File: config.mk
export PLATFORM = sky130hd
export DESIGN_NAME = imem_boot_loader
export DESIGN_NICKNAME = d
export VERILOG_FILES = /design/src/rtl/imem_boot_loader.sv
export SDC_FILE = /design/constraint.sdc
export NUM_CORES = 1
export LEC_CHECK = 0
export ABC_AREA = 0
export BUFFER_PORTS_ARGS = -buffer_cell sky130_fd_sc_hd__buf_2
export CELL_PAD_IN_SITES_DETAIL_PLACEMENT = 1
export CELL_PAD_IN_SITES_GLOBAL_PLACEMENT = 1
export CORE_ASPECT_RATIO = 1.4
export CORE_MARGIN = 3
export CORE_UTILIZATION = 30
export DETAILED_ROUTE_END_ITERATION = 10
export PLACE_DENSITY_LB_ADDON = 0.1
export REMOVE_ABC_BUFFERS = 1
export SLEW_MARGIN = 0
export SYNTH_ARGS = -nofsm -noshare
export SYNTH_HDL_FRONTEND = slang
export SYNTH_SLANG_ARGS = --single-unit
File: constraint.sdc
create_clock -name clk -period 2.6 [get_ports clk]
set_clock_uncertainty 0.2 [all_clocks]
set_input_delay 0.39 -clock clk [delete_from_list [all_inputs] [get_ports clk]]
set_output_delay 0.39 -clock clk [all_outputs]
set_load 0.01 [all_outputs]
File: src/rtl/imem_boot_loader.sv
// Boot loader: parses a length-prefixed, XOR-checksummed byte stream into 32-bit
// instruction-memory writes and releases the core reset after a good image.
// Optional inter-byte timeout enabled by defining BOOT_TIMEOUT_EN.
module imem_boot_loader #(
    parameter int ADDR_W         = 10,
    parameter int DEPTH          = 1024,
    parameter int TIMEOUT_CYCLES = 100000
) (
    input  logic              clk,
    input  logic              rst,
    input  logic              rx_valid,
    input  logic [7:0]        rx_data,
    output logic              rx_ready,
    output logic              imem_we,
    output logic [ADDR_W-1:0] imem_addr,
    output logic [31:0]       imem_wdata,
    output logic              core_rst_n,
    output logic              done,
    output logic              error
);

    typedef enum logic [2:0] {
        LEN_LO,
        LEN_HI,
        DATA,
        CSUM,
        DONE,
        ERR
    } state_t;

    localparam logic [16:0] DEPTH_L = 17'(DEPTH);

    state_t            state;
    state_t            next_state;
    logic              accept;
    logic [7:0]        len_lo;
    logic [15:0]       frame_len;
    logic [15:0]       words_left;
    logic [1:0]        byte_cnt;
    logic [23:0]       shift_reg;
    logic [ADDR_W-1:0] wr_ptr;
    logic [7:0]        csum;
    logic              word_done;
    logic              waiting;
    logic              timed_out;

    assign accept    = rx_valid && rx_ready;
    assign frame_len = {rx_data, len_lo};
    assign word_done = accept && (state == DATA) && (byte_cnt == 2'd3);
    assign waiting   = (state == LEN_HI) || (state == DATA) || (state == CSUM);

`ifdef BOOT_TIMEOUT_EN
    localparam int TO_W = $clog2(TIMEOUT_CYCLES + 1);
    localparam logic [TO_W-1:0] TO_LAST = TO_W'(TIMEOUT_CYCLES - 1);

    logic [TO_W-1:0] idle_cnt;

    // Idle-cycle counter only runs mid-frame; a new frame may take arbitrarily long to start.
    always_ff @(posedge clk or negedge rst) begin
        if (!rst) begin
            idle_cnt <= '0;
        end else if (!waiting || accept) begin
            idle_cnt <= '0;
        end else begin
            idle_cnt <= idle_cnt + TO_W'(1);
        end
    end

    assign timed_out = waiting && !accept && (idle_cnt == TO_LAST);
`else
    assign timed_out = 1'b0;
`endif

    always_comb begin
        rx_ready = 1'b0;
        case (state)
            LEN_LO, LEN_HI, DATA, CSUM: rx_ready = 1'b1;
            default:                    rx_ready = 1'b0;
        endcase
    end

    always_comb begin
        next_state = state;
        case (state)
            LEN_LO: begin
                if (accept) next_state = LEN_HI;
            end
            LEN_HI: begin
                if (accept) begin
                    if ({1'b0, frame_len} > DEPTH_L) begin
                        next_state = ERR;
                    end else if (frame_len == 16'd0) begin
                        next_state = CSUM;
                    end else begin
                        next_state = DATA;
                    end
                end
            end
            DATA: begin
                if (word_done && (words_left == 16'd1)) next_state = CSUM;
            end
            CSUM: begin
                if (accept) next_state = (rx_data == csum) ? DONE : ERR;
            end
            DONE:    next_state = DONE;
            ERR:     next_state = ERR;
            default: next_state = ERR;
        endcase
        if (timed_out) next_state = ERR;
    end

    // Status outputs are registered from the next state so they rise one cycle after the deciding byte.
    always_ff @(posedge clk or negedge rst) begin
        if (!rst) begin
            state      <= LEN_LO;
            done       <= 1'b0;
            error      <= 1'b0;
            core_rst_n <= 1'b0;
        end else begin
            state      <= next_state;
            done       <= (next_state == DONE);
            error      <= (next_state == ERR);
            core_rst_n <= (next_state == DONE);
        end
    end

    // The checksum covers the count bytes and every data byte, but not the checksum byte itself.
    always_ff @(posedge clk or negedge rst) begin
        if (!rst) begin
            csum       <= 8'd0;
            len_lo     <= 8'd0;
            words_left <= 16'd0;
        end else if (accept) begin
            if (state != CSUM) csum <= csum ^ rx_data;
            if (state == LEN_LO) len_lo <= rx_data;
            if (state == LEN_HI) words_left <= frame_len;
            if (word_done) words_left <= words_left - 16'd1;
        end
    end

    // Bytes arrive LSB first, so shifting right leaves byte 0 in the low lane.
    always_ff @(posedge clk or negedge rst) begin
        if (!rst) begin
            byte_cnt   <= 2'd0;
            shift_reg  <= 24'd0;
            wr_ptr     <= '0;
            imem_we    <= 1'b0;
            imem_addr  <= '0;
            imem_wdata <= 32'd0;
        end else begin
            imem_we <= word_done;
            if (accept && (state == DATA)) begin
                byte_cnt <= byte_cnt + 2'd1;
                if (byte_cnt != 2'd3) begin
                    shift_reg <= {rx_data, shift_reg[23:8]};
                end else begin
                    imem_wdata <= {rx_data, shift_reg};
                    imem_addr  <= wr_ptr;
                    wr_ptr     <= wr_ptr + ADDR_W'(1);
                end
            end
        end
    end

endmodule

==> Word level (Yosys, flattened, before mapping) <==
Index checks and enable logic that the tools add are counted.
{ "word_totals": {"rom_bits": 0, "latch_bits": 0, "out_inout_bits": 47, "ramBits": 0, "ff_bits": 116, "memories": 0, "wordCells": 53, "in_bits": 11} }
{ "classes": {"mul": 0, "reduce_logical": 13, "order_cmp": 1, "n_addsub": 3, "muxes": 11, "div": 0, "bitwise": 2, "n_eq_ne": 11, "shift": 0} }
{ "ops": {"columns": ["cell", "n"], "rows": [
  ["$mux 16", 2],
  ["$eq 16x1->1 const B", 1],
  ["$gt 16x11->1 const B", 1],
  ["$logic_not 16->1", 1],
  ["$sub 16x1->16 const B", 1],
  ["$mux 3", 5],
  ["$pmux 3 s5", 1],
  ["$add 10x1->10 const B", 1],
  ["$reduce_and 2->1", 5],
  ["$eq 3x3->1 const B", 3],
  ["$eq 8x8->1", 1],
  ["$xor 8x8->8", 1],
  ["$eq 3x2->1 const B", 2],
  ["$logic_and 1x1->1", 4],
  ["$reduce_or 4->1", 1],
  ["$eq 3x1->1 const B", 1],
  ["$logic_not 3->1", 1],
  ["$mux 1", 3],
  ["$ne 3x2->1 const B", 1],
  ["$add 2x1->2 const B", 1],
  ["$eq 2x2->1 const B", 1],
  ["$ne 2x2->1 const B", 1],
  ["$reduce_bool 2->1", 1],
  ["$not 1->1", 1]
]} }

==> Logic depth before layout (Yosys ltp) <==
{ "depth": {"depth_word": 10, "depth_mapped": 8, "depth_no_buf": 7} }

==> Least setup slack after synthesis <==
Ideal clock, no wire load.
{ "synth_path": {"kind": "register to register", "from": "reg len_lo[6]", "to": "reg error", "synth_period_minus_slack_ns": 2.071, "arrival_ns": 1.746, "t_required_ns": 2.275, "path_slack_ns": 0.529, "n_path_buf": 0, "stages_incl_launch_ff": 6, "setup_time_ns": 0.125, "cell_sequence": "dfrtp_1 -> nor4_4 -> a31oi_1 -> o31a_1 -> or4_4 -> nor2b_4"} }
{ "synth_between": {"elab_chain_len": 6, "word_cells_on_any_way": 7, "classes_between": "1 x order compare; 1 x eq/ne; 4 x mux; 1 x reduce/logical"} }
{ "synth_rtl": {"columns": ["element", "line", "source"], "rows": [
  ["start, declared", "36", "logic [7:0] len_lo;"],
  ["start signal, assigned", "135", "if (state == LEN_LO) len_lo <= rx_data;"],
  ["branches (longest 2 deep; another with $gt 16x11->1)", null, null],
  ["$mux 3 *", "90", "if ({1'b0, frame_len} > DEPTH_L) begin"],
  ["$mux 3 *", "89", "if (accept) begin"],
  ["$pmux 3 s5 *", "84", "case (state)"],
  ["via next_state[0]", "34", "state_t next_state;"],
  ["$eq 3x3->1 *", "122", "error <= (next_state == ERR);"],
  ["end signal, assigned", "122", null],
  ["end, declared", "19", "output logic error"]
]} }
Mark *: on every way through the listed nets, which the timed path passes.
A chain may end at the register's enable or synchronous reset.

==> Worst setup path in the final report <==
{ "layout_path": {"from": "reg state[0]", "to": "reg words_left[10]"} }
{ "layout_between": {"elab_chain_len": 8, "word_cells_on_any_way": 12, "classes_between": "3 x eq/ne; 2 x mux; 7 x reduce/logical"} }
{ "layout_rtl": {"columns": ["element", "line", "source"], "rows": [
  ["start, declared", "33", "state_t state;"],
  ["start signal, assigned", "120", "state <= next_state;"],
  ["$eq 3x2->1, or another cell as far along", "49, 76", null],
  ["$reduce_or 4->1", "76", "case (state)"],
  ["$mux 1", "76", null],
  ["$logic_and 1x1->1", "47", "assign accept = rx_valid && rx_ready;"],
  ["$logic_and 1x1->1 (2 in series)", "49", "assign word_done = accept && (state == DATA) && (byte_cnt == 2'd3);"],
  ["$reduce_bool 2->1 (no line)", null, null],
  ["$reduce_and 2->1 (no line)", null, null],
  ["end signal, assigned", "136", "if (state == LEN_HI) words_left <= frame_len;"],
  ["end signal, assigned", "137", "if (word_done) words_left <= words_left - 16'd1;"],
  ["end, declared", "38", "logic [15:0] words_left;"]
]} }
Several ways; a longest one is shown, not always the timed one.

==> summary.log <==
INFO  pwr            power.density_cell_area=723.2nW/um^2
INFO  synth          dominantRegCellSynth=dfrtp_1
INFO  global_routing antenna_found_initial=0
INFO  setup_path     end_kind=register
INFO  route          via_count=3755
INFO  floorplan      core_region_area=16450um^2
INFO  route          detailedRoute.firstIterationViolations=137
INFO  clocking       root_buffer=clkbuf_16
INFO  sta            maxClockFrequency=0.4349GHz
INFO  synth          netlist.area_leader.share=0.5686
INFO  place          detailed_place.area=5703um^2
INFO  synth          synth-adder-area-share=0.009804
INFO  route          drtPass1Iterations=4
INFO  sta            timing.final.setup_violations=0
INFO  synth          synth.largest_area_cell=dfrtp_1
INFO  global_routing overall_global_routing_usage=0.1511
INFO  global_routing grt_first_pass_wirelength=21.87mm
INFO  pwr            power=0.004528W
INFO  synth          number_of_instances_in_the_synthesized_netlist=490
INFO  route          post_route_drc_violation_count=0
INFO  setup_path     data_required_time_of_the_worst_path=2.69ns
INFO  synth          synth_seq_area_share=0.5686
INFO  route          totalWireLength=12.86mm
INFO  place          placed_cells_incl_taps=738
INFO  sta            timing.slew.headroom=0.6379
INFO  place          finalWeightedCongestion=0.7851
INFO  synth          synth_top_cells_by_area=dfrtp_1 57%, nand2_1 11%, mux2_2 7.3%
INFO  synth          synth.top_cells.by_count=146 x nand2_1, 116 x dfrtp_1, 33 x mux2_2
INFO  run_status     outcome=complete, no violations
INFO  route          routed_via_density=4.889
INFO  synth          synth.cell_area=5105um^2
INFO  synth          syn_avg_cell_area=10.42um^2
INFO  cells_and_area fin_area=6261um^2
INFO  synth          ys.warnings.count=0
INFO  sta            period_share=0.8845
INFO  setup_path     critical_path_peak_fanout=37
INFO  synth          yosys_register_bits=116
INFO  pwr            leakage=3.129nW
INFO  sta            tightestPinTransition=0.5382ns
INFO  floorplan      fp.dieW=116.2um
INFO  global_routing grt_start_max_net_pins=64
INFO  route          wire_per_inst=16.75um
INFO  cells_and_area num_antenna_cells=0
INFO  synth          dominant_combinational_cell_family_by_area_after_synthesis=simple AND/OR/NAND/NOR gates
INFO  sta            setup-tns-final=0ns
INFO  clocking       cts_sinks=116
INFO  floorplan      row_count=55
INFO  synth          synth.mux.area_fraction=0.07279
INFO  cells_and_area flow.area_growth_from_synthesis=22.65%
INFO  synth          synth_xor_xnor_area_share=0.04461
INFO  floorplan      floorplan.initialDensity=0.3104
INFO  cells_and_area max_reg_flops=32
INFO  cells_and_area drive_gt1_frac=0.2601
INFO  global_routing grt_pass1_vias=4065
INFO  sta            timing.final.crit_period=2.300ns
INFO  synth          synth_compound_area_frac=0.07647
INFO  synth          synth_most_common_cell=nand2_1
INFO  setup_path     path_cells=and4bb_2 -> nand2_2 -> buf_4 -> nor2_1 -> a22oi_1 -> o2bb2ai_1
INFO  floorplan      ioPinCount=58
INFO  clocking       clk_transition_reported_paths=0.05ns
INFO  setup_path     slowest_stage=dfrtp_1
INFO  clocking       h_tree_levels=4
INFO  synth          async_flop_share=1.000
INFO  sta            rsz0062_at_grt=no
INFO  sta            final_hold_violations=0
INFO  hold_path      min-delay-path-class=input pin to register
INFO  clocking       cts_tree=built
INFO  cells_and_area final_cell_count_no_fill=768
INFO  setup_path     startpoint_type=register
INFO  clocking       cts_inserted_buffers=17
INFO  sta            fin_worst_hold_slack=0.1050ns
INFO  place          dp_hpwl=8.749mm
INFO  pwr            vdd_drop_max=0.0002782V
INFO  setup_path     setup.worst_path.class=register to register
INFO  route          route.antenna.remaining_nets=0
INFO  global_routing grt.overflow.total=0
INFO  setup_path     timing.critical_path.slowest_cell_delay=0.55ns
INFO  clocking       clk_latency=0.41ns
INFO  place          port_buffers=57
INFO  synth          post_synth_and_or_nand_nor_area_fraction=0.1966
INFO  clocking       post-cts-setup-buffer-count=0
INFO  floorplan      floorplan.die.height=160.3um
INFO  sta            timing.final.max_slew_violations=0
INFO  floorplan      die_area=18640um^2
INFO  clocking       cts_buffer_depth=2
INFO  synth          post_synth_edffs=0
INFO  flow_run       timing.max_cap.violations=0
INFO  setup_path     cp_data_arrival_time=2.39ns
INFO  synth          yosysUniqueCellTypes=50
INFO  cells_and_area layout.nets=574
==> kinds of logic after synthesis <==
family          count (synthesis)
simple gates                  215
mux                            33
xor+xnor                       26
buf+inv                        35
compound gates                 61
fa+ha+maj                       4
flops                         116
==> repair_timing <==
item                      in CTS  in global routing
gates resized for setup        0                  0
hold endpoints to repair      53                  0
hold buffers                   1                  0
==> through the flow <==
stage	util	worst slack, ns
floorplan	-	-1.468
global placement	0.3467	0.2643
detailed placement	0.3467	0.2417
CTS	0.3807	0.2707
global route	0.3807	0.04952
finish	0.3807	0.3004
==> area by class of cell <==
| cell class | count | area, um^2 |
|---|---|---|
| fillers | 1835 | 10190 |
| flip-flops and latches | 116 | 2903 |
| multi-input cells | 339 | 2048 |
| repair buffers | 75 | 475.5 |
| clock buffers | 23 | 467.9 |
| well taps | 199 | 249.0 |
| clock inverters | 6 | 80.08 |
| inverters | 10 | 37.54 |
==> worst paths after layout <==
| kind | startpoint | end | slack [ns] | cells after the start |
|---|---|---|---|---|
| max in group asynchronous | rst | imem_wdata[30]$_DFFE_PN0P_ | 1.37 | 3 |
| min reg2reg | imem_addr[8]$_DFFE_PN0P_ | imem_addr[8]$_DFFE_PN0P_ | 0.26 | 2 |
| max | state[0]$_DFF_PN0_ | words_left[10]$_DFFE_PN0P_ | 0.30 | 6 |
| min in group asynchronous | rst | wr_ptr[5]$_DFFE_PN0P_ | 0.21 | 2 |
| min | rx_data[6] | imem_wdata[30]$_DFFE_PN0P_ | 0.10 | 3 |
| max reg2reg | state[0]$_DFF_PN0_ | words_left[10]$_DFFE_PN0P_ | 0.30 | 6 |
==> power by group <==
part | internal, W | switching [W]
registers | 0.00190 | 0.000102
clock network | 0.00144 | 0.000780
logic | 0.000149 | 0.000159
total | 0.00349 | 0.00104
==> cells in the final DEF, fill, tap and decap left out, types with 5 or more instances in the layout <==
master and instances:
clkbuf_16 17, xor2_1 9, xnor2_1 17, mux2_2 33
o21ai_0 18, a21oi_1 16, nand2_1 145, nor2_1 18
o2bb2ai_1 8, nor3_1 12, inv_1 9, nand4_1 6
buf_2 56, nor4_1 5, dfrtp_1 116, buf_4 14
==> per-layer routing <==
metal,track usage,wire length (um),vias up
met5,0,0,-
met4,0.05066,173,0
met3,0.03656,306,10
met2,0.2469,6467,48
met1,0.1946,5914,1903
li1,-,-,1794
==> critical path: cells and delay by family (launching register included) <==
| kind | cells | cell delay [ns] |
|---|---|---|
| simple gates | 3 | 0.71 |
| buf+inv | 1 | 0.42 |
| flops | 1 | 0.55 |
| compound gates | 2 | 0.28 |
(Power assumes the default switching activity.)
